### config.mk
export PLATFORM = sky130hd
export DESIGN_NAME = serial_frame_tx_flat
export DESIGN_NICKNAME = d
export VERILOG_FILES = /design/src/rtl/serial_frame_tx_if.sv /design/src/rtl/serial_frame_tx.sv /design/src/flat_wrapper.sv
export SDC_FILE = /design/constraint.sdc
export NUM_CORES = 1
export LEC_CHECK = 0
export CORE_ASPECT_RATIO = 1.4
export CORE_MARGIN = 3
export CORE_UTILIZATION = 40
export DETAILED_ROUTE_END_ITERATION = 12
export PLACE_DENSITY = 0.77
export SETUP_SLACK_MARGIN = 0.1
export SYNTH_ARGS = -nofsm -noshare
export SYNTH_HDL_FRONTEND = slang
export SYNTH_SLANG_ARGS = --single-unit
### constraint.sdc
create_clock -name CLK -period 5.2 [get_ports CLK]
set_clock_uncertainty 0.2 [all_clocks]
set_input_delay 1.04 -clock CLK [delete_from_list [all_inputs] [get_ports CLK]]
set_output_delay 1.04 -clock CLK [all_outputs]
set_load 0.005 [all_outputs]
### src/rtl/serial_frame_tx_if.sv
// ---------------------------------------------------------------------------
// serial_frame_tx_if
//
// Bundles the word-input handshake and the serial/status outputs of
// serial_frame_tx so the transmitter and its source connect with one port.
//
// Handshake: a word transfers on a rising CLK edge where VALID && READY are
// both high. DIN must be stable in that cycle only. VALID may drop at any
// time without a transfer, and VALID while READY is low is ignored.
//
// Signals:
//   DIN     [7:0]       word to send (source -> transmitter)
//   VALID               DIN holds a word (source -> transmitter)
//   READY               transmitter can accept a word (transmitter -> source)
//   DATAOUT             serial line (transmitter -> downstream)
//   BUSY                frame on the line (transmitter -> observer)
//   DONE                pulse in the final stop-bit cycle
//   FRAMES  [CNT_W-1:0] wrapping completed-frame count
//
// Modports:
//   master : the word source / observer side
//   slave  : the transmitter side
// ---------------------------------------------------------------------------
interface serial_frame_tx_if #(
    parameter int CNT_W = 16
);
    logic [7:0]       DIN;
    logic             VALID;
    logic             READY;
    logic             DATAOUT;
    logic             BUSY;
    logic             DONE;
    logic [CNT_W-1:0] FRAMES;

    modport master (
        output DIN,
        output VALID,
        input  READY,
        input  DATAOUT,
        input  BUSY,
        input  DONE,
        input  FRAMES
    );

    modport slave (
        input  DIN,
        input  VALID,
        output READY,
        output DATAOUT,
        output BUSY,
        output DONE,
        output FRAMES
    );
endinterface

### src/rtl/serial_frame_tx.sv
// ---------------------------------------------------------------------------
// serial_frame_tx
//
// Serialises 8-bit words into frames for the downstream 9-bit serial capture
// register. Each frame is LEAD_BITS high bits, then the 8 data bits MSB
// first, then STOP_BITS low bits. At least one idle (low) cycle separates
// frames, so a frame period is 1 + LEAD_BITS + 8 + STOP_BITS cycles.
//
// Parameters:
//   LEAD_BITS  leading high bits per frame, 0..8 (0 skips the LEAD state)
//   STOP_BITS  low stop bits per frame, 1..4
//   CNT_W      width of the wrapping completed-frame counter
//
// Ports:
//   CLK        rising-edge clock
//   RESETN     asynchronous active-low reset; abandons any frame in flight
//   bus        serial_frame_tx_if.slave (DIN/VALID/READY handshake,
//              DATAOUT, BUSY, DONE, FRAMES)
//   state_dbg  current FSM state (IDLE=0, LEAD=1, DATA=2, STOP=3)
// ---------------------------------------------------------------------------
module serial_frame_tx #(
    parameter int LEAD_BITS = 3,
    parameter int STOP_BITS = 1,
    parameter int CNT_W     = 16
) (
    input  logic                     CLK,
    input  logic                     RESETN,
    serial_frame_tx_if.slave         bus,
    output logic [1:0]               state_dbg
);

    typedef enum logic [1:0] {
        S_IDLE = 2'd0,
        S_LEAD = 2'd1,
        S_DATA = 2'd2,
        S_STOP = 2'd3
    } state_t;

    // Counter reload values. The counter counts down to 0 within each
    // state, so a state lasting N cycles is loaded with N-1.
    localparam logic [2:0] LEAD_LOAD = (LEAD_BITS == 0) ? 3'd0 : 3'(LEAD_BITS - 1);
    localparam logic [2:0] DATA_LOAD = 3'd7;
    localparam logic [2:0] STOP_LOAD = 3'(STOP_BITS - 1);

    state_t           state_q, state_d;
    logic [7:0]       shreg_q, shreg_d;
    logic [2:0]       cnt_q,   cnt_d;
    logic             dout_q,  dout_d;
    logic             done_q,  done_d;
    logic [CNT_W-1:0] frames_q, frames_d;

    // -----------------------------------------------------------------------
    // State and datapath registers
    // -----------------------------------------------------------------------
    always_ff @(posedge CLK or negedge RESETN) begin
        if (!RESETN) begin
            state_q  <= S_IDLE;
            shreg_q  <= 8'd0;
            cnt_q    <= 3'd0;
            dout_q   <= 1'b0;
            done_q   <= 1'b0;
            frames_q <= '0;
        end else begin
            state_q  <= state_d;
            shreg_q  <= shreg_d;
            cnt_q    <= cnt_d;
            dout_q   <= dout_d;
            done_q   <= done_d;
            frames_q <= frames_d;
        end
    end

    // -----------------------------------------------------------------------
    // Next-state and next-output logic
    // -----------------------------------------------------------------------
    always_comb begin
        state_d  = state_q;
        shreg_d  = shreg_q;
        cnt_d    = cnt_q;
        frames_d = frames_q;
        dout_d   = 1'b0;
        done_d   = 1'b0;

        unique case (state_q)
            S_IDLE: begin
                // READY is high only here, so VALID alone means accept.
                if (bus.VALID) begin
                    shreg_d = bus.DIN;
                    if (LEAD_BITS == 0) begin
                        state_d = S_DATA;
                        cnt_d   = DATA_LOAD;
                    end else begin
                        state_d = S_LEAD;
                        cnt_d   = LEAD_LOAD;
                    end
                end
            end

            S_LEAD: begin
                if (cnt_q == 3'd0) begin
                    state_d = S_DATA;
                    cnt_d   = DATA_LOAD;
                end else begin
                    cnt_d = cnt_q - 3'd1;
                end
            end

            S_DATA: begin
                if (cnt_q == 3'd0) begin
                    state_d = S_STOP;
                    cnt_d   = STOP_LOAD;
                end else begin
                    cnt_d   = cnt_q - 3'd1;
                    // shreg[7] always holds the bit currently on the line
                    // during DATA, so shift only between data bits.
                    shreg_d = {shreg_q[6:0], 1'b0};
                end
            end

            S_STOP: begin
                if (cnt_q == 3'd0) begin
                    state_d  = S_IDLE;
                    frames_d = frames_q + CNT_W'(1);
                end else begin
                    cnt_d = cnt_q - 3'd1;
                end
            end

            default: begin
                state_d = S_IDLE;
            end
        endcase

        // The line value is registered, so it is derived from the state the
        // FSM is moving into; this makes the first frame bit appear in the
        // cycle right after the accept edge.
        unique case (state_d)
            S_LEAD:  dout_d = 1'b1;
            S_DATA:  dout_d = shreg_d[7];
            default: dout_d = 1'b0;
        endcase

        done_d = (state_d == S_STOP) && (cnt_d == 3'd0);
    end

    // -----------------------------------------------------------------------
    // Outputs
    // -----------------------------------------------------------------------
    assign bus.READY   = (state_q == S_IDLE);
    assign bus.BUSY    = (state_q != S_IDLE);
    assign bus.DATAOUT = dout_q;
    assign bus.DONE    = done_q;
    assign bus.FRAMES  = frames_q;
    assign state_dbg   = state_q;

endmodule
### src/flat_wrapper.sv
// flat-port wrapper written by rule: the top's interface ports become plain ports
module serial_frame_tx_flat 
#(
    parameter int LEAD_BITS = 3,
    parameter int STOP_BITS = 1,
    parameter int CNT_W     = 16
)
  (CLK, RESETN, state_dbg, bus_DIN, bus_VALID, bus_READY, bus_DATAOUT, bus_BUSY, bus_DONE, bus_FRAMES);
  serial_frame_tx_if #(.CNT_W(CNT_W)) bus_i ();
  input  logic CLK;
  input  logic RESETN;
  output logic [1:0] state_dbg;
  input wire logic [$bits(bus_i.DIN)-1:0] bus_DIN;
  input wire logic [$bits(bus_i.VALID)-1:0] bus_VALID;
  output wire logic [$bits(bus_i.READY)-1:0] bus_READY;
  output wire logic [$bits(bus_i.DATAOUT)-1:0] bus_DATAOUT;
  output wire logic [$bits(bus_i.BUSY)-1:0] bus_BUSY;
  output wire logic [$bits(bus_i.DONE)-1:0] bus_DONE;
  output wire logic [$bits(bus_i.FRAMES)-1:0] bus_FRAMES;
  assign bus_i.DIN = bus_DIN;
  assign bus_i.VALID = bus_VALID;
  assign bus_READY = bus_i.READY;
  assign bus_DATAOUT = bus_i.DATAOUT;
  assign bus_BUSY = bus_i.BUSY;
  assign bus_DONE = bus_i.DONE;
  assign bus_FRAMES = bus_i.FRAMES;
  serial_frame_tx #(.LEAD_BITS(LEAD_BITS), .STOP_BITS(STOP_BITS), .CNT_W(CNT_W)) u_core (.CLK(CLK), .RESETN(RESETN), .bus(bus_i), .state_dbg(state_dbg));
endmodule
* Yosys cells after proc, flatten, opt, wreduce, memory -nomap -nowiden
Index checks and enable logic that the tools add are counted.
** Operators by class
- $add $sub $neg :: 2
- Equality and inequality tests :: 8
- Multiplexer cells :: 14
- Reduce and logical (&&, ||, !) cells :: 8
** Operators by type and width (count)
- adder 16 x 1 -> 16 bit, second input constant :: 1
- 2-to-1 mux 8 bit :: 2
- case mux 8 bit (2 select lines) :: 1
- 2-to-1 mux 3 bit :: 4
- case mux 3 bit (4 select lines) :: 1
- == test 2 bit, second input constant :: 4
- 2-to-1 mux 2 bit :: 4
- case mux 2 bit (4 select lines) :: 1
- logical NOT 3 bit :: 2
- == test 2 x 1 -> 1 bit, second input constant :: 2
- inequality test 2 bit, second input constant :: 2
- nonzero test 2 bit :: 2
- AND reduction 3 bit :: 1
- subtractor 3 x 1 -> 3 bit, second input constant :: 1
- logical NOT 2 bit :: 1
- case mux 1 bit (2 select lines) :: 1
- AND reduction 2 bit :: 1
- logical AND 1 bit :: 1
** Storage, ports and cells
- Flip-flop bits (word level) :: 31
- Output and inout bits :: 22
- Word-level logic and storage cells :: 39

* Longest topological paths before layout
- Depth in word-level cells :: 5
- Gate-level depth with buffers :: 9

* Least setup slack after synthesis
No wires, ideal clock.
- Path type :: input -> register
- From :: in bus_VALID
- To :: reg u_core.dout_q, in the netlist u_core.bus.DATAOUT
- Library setup time :: 121 ps
- Data arrival time :: 2031 ps
- Data required time :: 4879 ps
- Setup slack :: 2848 ps
- Cell stages on the path :: 7
- Path buffers :: 1
- Cells stage by stage :: buf_2 -> inv_1 -> o21ai_0 -> o21ai_0 -> ha_1 -> inv_1 -> a22o_1
** Between the ends
- Cells in the longest elaborated chain, start to end :: 4
- Elaborated cells between the ends (all ways) :: 7
- Classes of those cells :: 2 x eq/ne; 5 x mux
** RTL lines
- start: declaration :: line flat_wrapper.sv:14 : input wire logic [$bits(bus_i.VALID)-1:0] bus_VALID;
- 2-to-1 mux 2 bit :: line serial_frame_tx.sv:87 : if (bus.VALID) begin
- case mux 2 bit (4 select lines) :: line serial_frame_tx.sv:84 : unique case (state_q)
- == test 2 bit / == test 2 x 1 -> 1 bit (equally long branches) :: line serial_frame_tx.sv:137 : unique case (state_d)
- case mux 1 bit (2 select lines) * :: line serial_frame_tx.sv:137
- net u_core.dout_d :: line serial_frame_tx.sv:48 : logic dout_q, dout_d;
- end signal: assignment :: line serial_frame_tx.sv:67 : dout_q <= dout_d;
- end: declaration :: line serial_frame_tx.sv:48
Mark *: on every way through the listed nets, which the timed path passes. The rest lies on a longest branch. The select of a mux whose other input is x is not followed.
A chain may end at the register's enable or synchronous reset.

* Final worst setup path
- From :: reg u_core.state_q[1], in the netlist u_core.state_dbg[1]
- To :: out bus_BUSY
** Between the ends
- Cells in the longest elaborated chain, start to end :: 1
** RTL lines
- start: declaration :: line serial_frame_tx.sv:45 : state_t state_q, state_d;
- start signal: assignment :: line serial_frame_tx.sv:64 : state_q <= state_d;
- nonzero test 2 bit :: line serial_frame_tx.sv:150 : assign bus.BUSY = (state_q != S_IDLE);
- end: declaration :: line flat_wrapper.sv:17 : output wire logic [$bits(bus_i.BUSY)-1:0] bus_BUSY;
No other way between the ends.

==> out/results.tsv <==
stage	metric	value	unit
run_status	outcome	complete, no violations	
synth	Syn Inst Count	140	
clock_network	clk sinks	31	
timing	min Tclk post-route	3.02	ns
critical_path	CP required	3.96	ns
placement	DP Worst Slack	2.11	ns
floorplan	initial core utilization	0.418	
clock_network	Clk Latency, worst-skew pair	0.28	ns
synth	Syn Area/Cell	11.0	um^2
timing	Worst slew margin	0.627	
critical_path	peak fanout along the critical path	13	
floorplan	Die W	58.4	um
synth	Syn Nets	159	
critical_path	WS Path Type	flip-flop to output port	
synth	ranking of synthesized cells by area	dfrtp_1 50%, ha_1 6.5%, xnor2_1 6.3%, nand2_1 3.9%, a32oi_1 3.4%	
cells_and_area	most common cell after layout, fill and taps aside	clkdlybuf4s50_1	
critical_path	slowest cell delay on critical path	0.64	ns
cells_and_area	area grow syn2layout	28.0	%
clock_network	post-CTS setup buffers	0	
grt	grt ovf	0	
clock_network	clk slew on worst S/H paths	0.06	ns
synth	register bit total from synthesis	31	
critical_path	r2r startpoint	u_core.cnt_q[0]$_DFF_PN0_	
timing	Setup WS post-layout	2.18	ns
grt	largest net degree at the start of global routing	32	
timing	endpoints failing setup	0	
routing	vias post-DR	1167	
synth	Synth Area in Adders	0.0651	
cells_and_area	most frequent cells in the layout	32 x clkdlybuf4s50_1, 31 x dfrtp_1, 16 x nand2_1	
synth	Netlist cell types	35	
synth	register area share after synthesis	0.505	
power	total power draw	857	uW
critical_path	crit path DAT	1.78	ns
critical_path	CP cell instances	nor2_4 -> inv_1 -> clkdlybuf4s50_1	
floorplan	Rows	26	
critical_path	CP Capture Type	output port	
synth	compound-cell area share of the yosys netlist	0.0945	
grt	GRT Util Overall	0.162	
power	PwrDens	436	nW/um^2
min_path	class of the worst hold path	flip-flop to flip-flop	
cells_and_area	Filler Cell Count	337	
synth	cell taking the most area after synthesis	dfrtp_1	
clock_network	clock tree buffer depth	2	
synth	Synth Area in Simple Gates	0.187	
clock_network	CTS buffer count	5	
power	Peak VDD IR	0.286	mV
routing	DRT antenna net count	0	
grt	first-pass GRT wire length	5710	um
critical_path	slowest CP cell	dfrtp_1	
critical_path	critical path launch point type	flip-flop	
routing	drt wl/cell	14.9	um
timing	unrepaired setup endpoints after global routing	no	
clock_network	CTS tree	built	
placement	dpl hpwl	2470	um
routing	DR pass1 iterations	4	
synth	share of the synthesized area in the top cell type	0.505	
routing	final wirelength	3270	um
grt	antenna violations before repair	0	
synth	mux contribution to synthesized area	0.00733	
clock_network	# resized after CTS	0	
cells_and_area	n_diodes	0	
routing	DR iter-0 viols	59	
critical_path	CP delay by family, top	buffers and inverters	
synth	Yosys Warn Count	0	
min_path	worst hold start	u_core.bus.FRAMES[15]$_DFFE_PN0P_	
critical_path	worst path buffer plus inverter count	2	
routing	DRC Markers	0	
run	Max Cap Viol	0	
synth	xor/xnor share of the synthesized area	0.0912	
cells_and_area	Layout Nets	195	
grt	vias in the first global route	1230	
clock_network	CTS Hold Buffers Added	0	
timing	highest clock rate	331	MHz
synth	mapped cell area	1540	um^2
critical_path	critical path startpoint	u_core.state_dbg[1]$_DFF_PN0_	
floorplan	Die Height	79.3	um
timing	Final Hold Vio Count	0	
timing	Setup TNS	0	ns
power	leak pwr	0.000895	uW
placement	# port buffers	32	
clock_network	Root Buffer	clkbuf_8	
floorplan	io pins	33	
timing	period utilisation layout	0.581	
timing	worst slew pin tran	0.557	ns
clock_network	H-tree depth	2	
cells_and_area	share of post-route cells with drive strength above 1	0.0847	
timing	Final Slew Violations	0	
floorplan	area of the core	3680	um^2
floorplan	Die Area	4630	um^2
synth	largest family of logic cells by synthesized area	simple AND/OR/NAND/NOR gates	
placement	gpl congestion	0.933	
routing	via-per-instance ratio	5.33	
[cell families after synthesis]
group,Yosys count
XOR/XNOR,16
flip-flops,31
multiplexers,1
AND/OR/NAND/NOR,49
adder cells (fa/ha/maj),8
AO/OA/AOI/OAI,19
buffers and inverters,16
[flip-flops by register name, summed over array words and instances (netlist names)]
name,cells
u_core.bus.DATAOUT,1
u_core.bus.DONE,1
u_core.bus.FRAMES,16
u_core.cnt_q,3
u_core.shreg_q,8
u_core.state_dbg,2
[synth_stat cells, drive strengths merged]
cell / instances
inv: 12
nand3: 7
nand4: 4
nor2b: 4
a311oi: 3
a22o: 1
ha: 8
nand3b: 2
nor4b: 1
nor3: 4
a32oi: 6
nor2: 4
buf: 4
nand2: 16
a221o: 1
mux2: 1
xor2: 5
xnor2: 11
and3: 2
and4: 1
o21ai: 3
o211ai: 1
a32o: 1
dfrtp: 31
nor4: 2
and2b: 1
nand4b: 1
a21oi: 3
[power breakdown]
part           total (uW)  internal [uW]  switching, uW
combinational         308            158            151
sequential            375            305           70.7
clock                 173           93.6           79.9
total                 857            556            301
[path summary, 6_finish.rpt]
| kind | to | slack (ns) | cells after the start |
|---|---|---|---|
| min in group asynchronous | u_core.shreg_q[7]$_DFF_PN0_ | 0.95 | 2 |
| worst max-delay path | bus_BUSY | 2.18 | 3 |
| worst min register to register | u_core.bus.FRAMES[15]$_DFFE_PN0P_ | 0.28 | 1 |
| worst min-delay path | u_core.bus.FRAMES[15]$_DFFE_PN0P_ | 0.28 | 1 |
| max in group asynchronous | u_core.bus.FRAMES[10]$_DFFE_PN0P_ | 3.56 | 2 |
| worst max register to register | u_core.bus.FRAMES[12]$_DFFE_PN0P_ | 2.95 | 6 |
[stage by stage]
step	hold slack, ns	cells	util	instance area (um^2)
after global placement	0.252	211	0.513	1890
final	0.277	219	0.535	1970
after floorplan	0.239	140	-	1540
after detailed placement	0.267	211	0.513	1890
after CTS	0.282	219	0.535	1970
after global routing	0.289	219	0.535	1970
[per-layer routing]
| metal | GRT usage | up-vias | wire length [um] |
|---|---|---|---|
| li1 | - | 564 | - |
| met1 | 0.186 | 566 | 1320 |
| met2 | 0.268 | 30 | 1720 |
| met3 | 0.0520 | 7 | 163 |
| met4 | 0.0696 | 0 | 70 |
| met5 | 0 | - | 0 |
[final cells by class]
type | count | area [um^2] | share of cell area
repair buffers | 33 | 328 | 0.167
flip-flops and latches | 31 | 776 | 0.394
multi-input cells | 93 | 684 | 0.348
clock buffers | 7 | 76.3 | 0.0388
inverters | 12 | 45.0 | 0.0229
clock inverters | 1 | 5.00 | 0.00254
well taps | 42 | 52.6 | 0.0267
Note: power is estimated with default switching activity, not from simulation.
